File: src/rtl/rvfi_order_serializer_if.sv
// RVFI retire-bus bundle for the order serializer.
// master drives retirements, slave is the serializer.
interface rvfi_order_serializer_if #(
  parameter int NRET      = 2,
  parameter int PAYLOAD_W = 32,
  parameter int DEPTH     = 8
);
  logic [NRET-1:0]           in_valid;
  logic [NRET*8-1:0]         in_order;
  logic [NRET*PAYLOAD_W-1:0] in_payload;
  logic                      out_valid;
  logic [7:0]                out_order;
  logic [PAYLOAD_W-1:0]      out_payload;
  logic [$clog2(DEPTH):0]    occupancy;
  logic                      overflow;
  logic                      dup_error;
  logic                      stale_error;

  modport master (
    output in_valid, in_order, in_payload,
    input  out_valid, out_order, out_payload,
    input  occupancy, overflow, dup_error,
    input  stale_error
  );

  modport slave (
    input  in_valid, in_order, in_payload,
    output out_valid, out_order, out_payload,
    output occupancy, overflow, dup_error,
    output stale_error
  );
endinterface

File: src/rtl/rvfi_order_serializer.sv
// Buffers up to NRET retirements per cycle and
// replays them one per cycle in rvfi_order sequence.
module rvfi_order_serializer #(
  parameter int NRET      = 2,
  parameter int PAYLOAD_W = 32,
  parameter int DEPTH     = 8
) (
  input  logic clk,
  input  logic reset,
  rvfi_order_serializer_if.slave bus
);
  localparam int IW = $clog2(DEPTH);
  localparam int OW = IW + 1;

  logic [DEPTH-1:0]     r_used;
  logic [7:0]           r_ord [DEPTH];
  logic [PAYLOAD_W-1:0] r_pay [DEPTH];
  logic [7:0]           r_next;
  logic                 r_ovalid;
  logic [7:0]           r_oord;
  logic [PAYLOAD_W-1:0] r_opay;
  logic [OW-1:0]        r_occ;
  logic                 r_ovf;
  logic                 r_dup;
  logic                 r_stale;

  logic          w_hit;
  logic [IW-1:0] w_didx;

  always_comb begin
    w_hit  = 1'b0;
    w_didx = '0;
    for (int s = 0; s < DEPTH; s++) begin
      if (!w_hit && r_used[s] &&
          r_ord[s] == r_next) begin
        w_hit  = 1'b1;
        w_didx = IW'(s);
      end
    end
  end

  logic [NRET-1:0]  w_acc;
  logic [IW-1:0]    w_slot [NRET];
  logic [DEPTH-1:0] w_free;
  logic [DEPTH-1:0] w_alloc;
  logic [7:0]       w_ord;
  logic [7:0]       w_diff;
  logic             w_dup;
  logic             w_found;
  logic             w_set_ovf;
  logic             w_set_dup;
  logic             w_set_stale;

  // Channels claim the lowest free slot in index order;
  // only slots unused before this edge are eligible.
  always_comb begin
    w_acc       = '0;
    w_free      = ~r_used;
    w_alloc     = '0;
    w_ord       = '0;
    w_diff      = '0;
    w_dup       = 1'b0;
    w_found     = 1'b0;
    w_set_ovf   = 1'b0;
    w_set_dup   = 1'b0;
    w_set_stale = 1'b0;
    for (int c = 0; c < NRET; c++)
      w_slot[c] = '0;
    for (int c = 0; c < NRET; c++) begin
      w_ord   = bus.in_order[c*8 +: 8];
      w_diff  = w_ord - r_next;
      w_dup   = 1'b0;
      w_found = 1'b0;
      if (bus.in_valid[c]) begin
        if (w_diff[7]) begin
          w_set_stale = 1'b1;
        end else begin
          for (int s = 0; s < DEPTH; s++)
            if (r_used[s] && r_ord[s] == w_ord)
              w_dup = 1'b1;
          for (int k = 0; k < c; k++)
            if (w_acc[k] &&
                bus.in_order[k*8 +: 8] == w_ord)
              w_dup = 1'b1;
          if (w_dup) begin
            w_set_dup = 1'b1;
          end else begin
            for (int s = 0; s < DEPTH; s++) begin
              if (!w_found && w_free[s]) begin
                w_found   = 1'b1;
                w_slot[c] = IW'(s);
              end
            end
            if (w_found) begin
              w_acc[c]          = 1'b1;
              w_free[w_slot[c]] = 1'b0;
              w_alloc[w_slot[c]] = 1'b1;
            end else begin
              w_set_ovf = 1'b1;
            end
          end
        end
      end
    end
  end

  logic [DEPTH-1:0] w_dmask;
  logic [DEPTH-1:0] w_used_nxt;
  logic [OW-1:0]    w_cnt;

  always_comb begin
    w_dmask = '0;
    if (w_hit)
      w_dmask[w_didx] = 1'b1;
    w_used_nxt = (r_used & ~w_dmask) | w_alloc;
    w_cnt = '0;
    for (int s = 0; s < DEPTH; s++)
      w_cnt = w_cnt + OW'(w_used_nxt[s]);
  end

  always_ff @(posedge clk) begin
    if (reset) begin
      r_used   <= '0;
      r_next   <= '0;
      r_ovalid <= 1'b0;
      r_oord   <= '0;
      r_opay   <= '0;
      r_occ    <= '0;
      r_ovf    <= 1'b0;
      r_dup    <= 1'b0;
      r_stale  <= 1'b0;
    end else begin
      r_used   <= w_used_nxt;
      r_occ    <= w_cnt;
      r_ovalid <= w_hit;
      if (w_hit) begin
        r_oord <= r_ord[w_didx];
        r_opay <= r_pay[w_didx];
        r_next <= r_next + 8'd1;
      end
      r_ovf   <= r_ovf   | w_set_ovf;
      r_dup   <= r_dup   | w_set_dup;
      r_stale <= r_stale | w_set_stale;
    end
  end

  // Slot contents are qualified by r_used, so no reset.
  always_ff @(posedge clk) begin
    if (!reset) begin
      for (int c = 0; c < NRET; c++) begin
        if (w_acc[c]) begin
          r_ord[w_slot[c]] <=
            bus.in_order[c*8 +: 8];
          r_pay[w_slot[c]] <=
            bus.in_payload[c*PAYLOAD_W +: PAYLOAD_W];
        end
      end
    end
  end

  assign bus.out_valid   = r_ovalid;
  assign bus.out_order   = r_oord;
  assign bus.out_payload = r_opay;
  assign bus.occupancy   = r_occ;
  assign bus.overflow    = r_ovf;
  assign bus.dup_error   = r_dup;
  assign bus.stale_error = r_stale;
endmodule

File: src/flat_wrapper.sv
// flat-port wrapper written by rule: the top's interface ports become plain ports
module rvfi_order_serializer_flat 
#(
  parameter int NRET      = 2,
  parameter int PAYLOAD_W = 32,
  parameter int DEPTH     = 8
)
  (clk, reset, bus_in_valid, bus_in_order, bus_in_payload, bus_out_valid, bus_out_order, bus_out_payload, bus_occupancy, bus_overflow, bus_dup_error, bus_stale_error);
  rvfi_order_serializer_if #(.NRET(NRET), .PAYLOAD_W(PAYLOAD_W), .DEPTH(DEPTH)) bus_i ();
  input  logic clk;
  input  logic reset;
  input wire logic [$bits(bus_i.in_valid)-1:0] bus_in_valid;
  input wire logic [$bits(bus_i.in_order)-1:0] bus_in_order;
  input wire logic [$bits(bus_i.in_payload)-1:0] bus_in_payload;
  output wire logic [$bits(bus_i.out_valid)-1:0] bus_out_valid;
  output wire logic [$bits(bus_i.out_order)-1:0] bus_out_order;
  output wire logic [$bits(bus_i.out_payload)-1:0] bus_out_payload;
  output wire logic [$bits(bus_i.occupancy)-1:0] bus_occupancy;
  output wire logic [$bits(bus_i.overflow)-1:0] bus_overflow;
  output wire logic [$bits(bus_i.dup_error)-1:0] bus_dup_error;
  output wire logic [$bits(bus_i.stale_error)-1:0] bus_stale_error;
  assign bus_i.in_valid = bus_in_valid;
  assign bus_i.in_order = bus_in_order;
  assign bus_i.in_payload = bus_in_payload;
  assign bus_out_valid = bus_i.out_valid;
  assign bus_out_order = bus_i.out_order;
  assign bus_out_payload = bus_i.out_payload;
  assign bus_occupancy = bus_i.occupancy;
  assign bus_overflow = bus_i.overflow;
  assign bus_dup_error = bus_i.dup_error;
  assign bus_stale_error = bus_i.stale_error;
  rvfi_order_serializer #(.NRET(NRET), .PAYLOAD_W(PAYLOAD_W), .DEPTH(DEPTH)) u_core (.clk(clk), .reset(reset), .bus(bus_i));
endmodule
File: config.mk
export PLATFORM = sky130hd
export DESIGN_NAME = rvfi_order_serializer_flat
export DESIGN_NICKNAME = d
export VERILOG_FILES = /design/src/rtl/rvfi_order_serializer_if.sv /design/src/rtl/rvfi_order_serializer.sv /design/src/flat_wrapper.sv
export SDC_FILE = /design/constraint.sdc
export NUM_CORES = 1
export LEC_CHECK = 0
export CORE_MARGIN = 2
export CORE_UTILIZATION = 60
export DETAILED_ROUTE_END_ITERATION = 16
export GPL_ROUTABILITY_DRIVEN = 0
export PLACE_DENSITY = 0.77
export SYNTH_ARGS = -nofsm -noshare
export SYNTH_HDL_FRONTEND = slang
export SYNTH_SLANG_ARGS = --single-unit
File: constraint.sdc
create_clock -name clk -period 7 [get_ports clk]
set_input_delay 0.7 -clock clk [delete_from_list [all_inputs] [get_ports clk]]
set_output_delay 0.7 -clock clk [all_outputs]
set_load 0.02 [all_outputs]
==> impl_metrics.toml <==
[status]
status = "finished clean"

[floorplan]
core-area_sq_um = 35700
ioPinCount = 132
initial_utilization_pct = 61.1
dieWidth_microns = 195
dieArea_sq_um = 37900
fp-row-count = 69
die_h_microns = 195

[critical_path]
worstPathRequired_ps = 7430
cp_data_arrival_time_ps = 6420
startpoint = "bus_in_order[1]"
r2r_cells = 20
critical_path_class = "in2reg"
r2r-start = "u_core.r_next[6]"
cp-end-kind = "flop"
crit_family = "adder cells"
crit_end = "u_core.bus.occupancy[2]"
critPathLaunchType = "input port"
path_buf_inv = 4
r2r_setup_slack_ps = 1080
rr_endpoint = "u_core.bus.occupancy[2]"
slowest_delay_ps = 870
cpMostUsedCell = "fa_1"
crit_fanout = 14
slowest_stage = "clkdlybuf4s50_1"
worstPathCellList = "clkdlybuf4s50_1 > buf_4 > xnor2_1 > nand4_1 > nor4_1 > a31oi_1 > nand3_2 > nor4_4 > mux2i_1 > o31a_1 > nand2b_1 > o41ai_1 > ha_1 > inv_1 > fa_1 > inv_1 > fa_1 > fa_1 > fa_1 > xnor2_1 > nor2_1"
crit_cells = 21

[routing]
totalWireLength_microns = 61500
detail_route.iter0.violations = 1420
wl_per_cell_microns = 26.9
vias = 15100
drtAntennaViolNets = 0
drcViolationCount = 0
drt-pass1-iter-count = 6
viasPerCell = 6.62

[clock_tree]
clk_latency_ps = 580
htreeDepth = 2
path_clk_slew_ps = 60
cts_setup_buffers = 0
cts_root_buffer = "clkbuf_16"
post_cts_resized = 0
cts_tree = "built"
cts_hold_buf = 0
cts_made_buffers = 41
cts_buffer_depth = 3
clock_sinks = 384

[placed_design]
place_ws_ps = 538
dp_hpwl_microns = 36400
io_buffer_count = 131

[cells_and_area]
fin_nets = 1890
syn_to_final_growth_pct = 14.2
final_layout_size_suffix_gt1_share_pct = 25.4
n_fill_cell = 2522

[yosys]
avgSynthCellArea_sq_um = 12.8
synth-edff-count = 320
yosys_warnings = 0
ys_types = 65
synthArstFlopShare_pct = 0
synthesis.nets = 1803
ys_ff_latch = 384
synth.area.top_cells = "edfxtp_1 44%, mux2_2 14%, mux2i_1 7.0%, dfxtp_1 5.9%, xnor2_1 4.9%"
synth-main-ff-cell = "edfxtp_1"
yosysSeqAreaShare_pct = 50.0
synth_top_area_cell = "edfxtp_1"
syn_area_sq_um = 21800
syn_inst = 1699
synth_top_area_share_pct = 44.1

[grt]
grt_max_degree = 74
grt_overflow = 0
grt_usage_pct = 32.3
grt_pass1_wl_microns = 92600
grt_antenna_before_repair = 2
first_global_vias = 15400

[timing]
setup_slack_ps = 1010
slew_headroom_pct = 23.9
max_freq_mhz = 167
setup_tns_ps = 0
final_hold_viol_count = 0
period_minus_slack_ps = 5990
rsz0062_at_grt = "false"
slew_violations = 0
skew_ps = 19.3
fin_crit_sh_pct = 85.6
worst_pin_slew_ps = 1140
finalSetupViolCount = 0

[power]
powerDensity_nw_per_um2 = 213
p_leak_uw = 0.00871
vdd_drop_max_v = 0.000181

[min_path]
holdCritStartpoint = "u_core.bus.out_order[2]"
hold_class = "reg2reg"

[job]
drv_cap = 0
[metal layers]
metal  routed length [microns]  up-vias  track usage (%)  share of wire (%)
met3                      5180      182             5.28                8.4
met1                     24300     7544             41.9                 40
met4                      2610        0             15.2                4.2
li1                          -     6618                -                  -
met2                     29400      761             53.3                 48
met5                         0        -                0                  0
[logic make-up (layout without fill, tap and decap cells)]
family | Yosys count | after routing | share of synthesized area (%)
flops | 384 | 384 | 50.0
buf+inv | 157 | 277 | 3.47
mux | 473 | 473 | 24.2
fa+ha+maj | 20 | 20 | 1.29
simple gates | 256 | 256 | 6.07
compound gates | 197 | 197 | 6.43
other cells | 0 | 1 | 0
xor+xnor | 212 | 212 | 8.52
[worst min path at each step]
stage                     cells after the start                       to  slack, ps
after floorplan                               2  u_core.bus.out_order[2]        530
after global placement                        2  u_core.bus.out_order[2]        440
after detailed placement                      2  u_core.bus.out_order[2]        450
after CTS                                     2  u_core.bus.out_order[2]        460
after global routing                          2  u_core.bus.out_order[0]        490
final                                         2  u_core.bus.out_order[2]        460
[synthesized netlist by cell type (3+ instances only)]
master,n
or3_1,4
buf_4,17
a21oi_1,15
clkbuf_1,52
nor2_1,67
nand2b_1,7
o21ai_0,12
nor3b_1,3
nor2b_1,7
and3_1,8
xor2_1,89
and2_1,3
nor4_1,21
nor3_1,27
o22ai_1,80
mux2_2,278
buf_2,59
nand3_1,23
o221ai_1,37
buf_6,4
o21bai_1,6
dfxtp_1,64
inv_1,18
xnor2_1,123
a31o_2,3
nand2_1,41
o2111ai_1,4
o21a_1,4
nand4_1,31
ha_1,16
edfxtp_1,320
a211oi_1,9
a31oi_1,4
mux2i_1,153
mux2_4,40
buf_1,7
fa_1,4
[flip-flops by register name, indices dropped and copies added (netlist names)]
register,count
u_core.bus.occupancy,4
u_core.bus.dup_error,1
u_core.r_pay,256
u_core.bus.overflow,1
u_core.r_ord,64
u_core.r_used,8
u_core.bus.out_valid,1
u_core.bus.out_order,8
u_core.bus.stale_error,1
u_core.bus.out_payload,32
u_core.r_next,8
[area by class of cell]
class / instances / area, sq um / share of cell area, %
tap: 461 / 577 / 2.32
timing repair buffer: 183 / 1710 / 6.87
multi-input combinational: 1158 / 10300 / 41.4
inverter: 18 / 67.6 / 0.271
clock buffer: 63 / 1220 / 4.91
sequential: 384 / 10900 / 43.8
antenna: 1 / 2.50 / 0.0101
clock inverter: 13 / 120 / 0.483
[worst register-to-register path, cell delays in order (launching register included)]
cell and delay [ps]:
dfxtp_1 710, inv_1 200, ha_1 270, or3_1 400, o2111ai_1 120, o211a_1 210
o211a_1 400, nor4_4 70, mux2i_1 150, o31a_1 310, nand2b_1 190, o41ai_1 410
ha_1 300, inv_1 70, fa_1 400, inv_1 70, fa_1 420, fa_1 430
fa_1 450, xnor2_1 160, nor2_1 50
[where the power goes]
| part | leakage [uW] | internal, uW | switching, uW | total, uW |
|---|---|---|---|---|
| Combinational | 0.00465 | 257 | 287 | 544 |
| Clock | 0.000655 | 1280 | 916 | 2190 |
| Sequential | 0.00341 | 2530 | 32.4 | 2560 |
[cell usage in the layout (no fill, tap or decap), types with 8 or more instances in the layout]
master	instances
ha_1	16
nand2_1	40
nor3_1	27
o21ai_0	9
mux2_2	278
a21oi_1	15
clkbuf_1	13
nand3_1	21
nor2_1	66
buf_4	51
clkdlybuf4s50_1	130
xor2_1	89
nor4_1	21
a211oi_1	8
mux2i_1	153
xnor2_1	123
clkbuf_16	43
nand4_1	31
edfxtp_1	320
dfxtp_1	64
inv_1	18
o22ai_1	80
o221ai_1	37
mux2_4	40
[through the flow]
step / hold WS, ps / std cells / utilization [%] / area, sq um / total power [uW]
after floorplan: 529 / 1699 / - / 21800 / 2950
after global placement: 440 / 2204 / 66.0 / 23500 / 3130
after detailed placement: 450 / 2204 / 66.0 / 23500 / 3150
after CTS: 458 / 2280 / 69.8 / 24900 / 5300
after global routing: 491 / 2280 / 69.8 / 24900 / 5450
final: 457 / 2281 / 69.8 / 24900 / 5300
(Power assumes the default switching activity.)
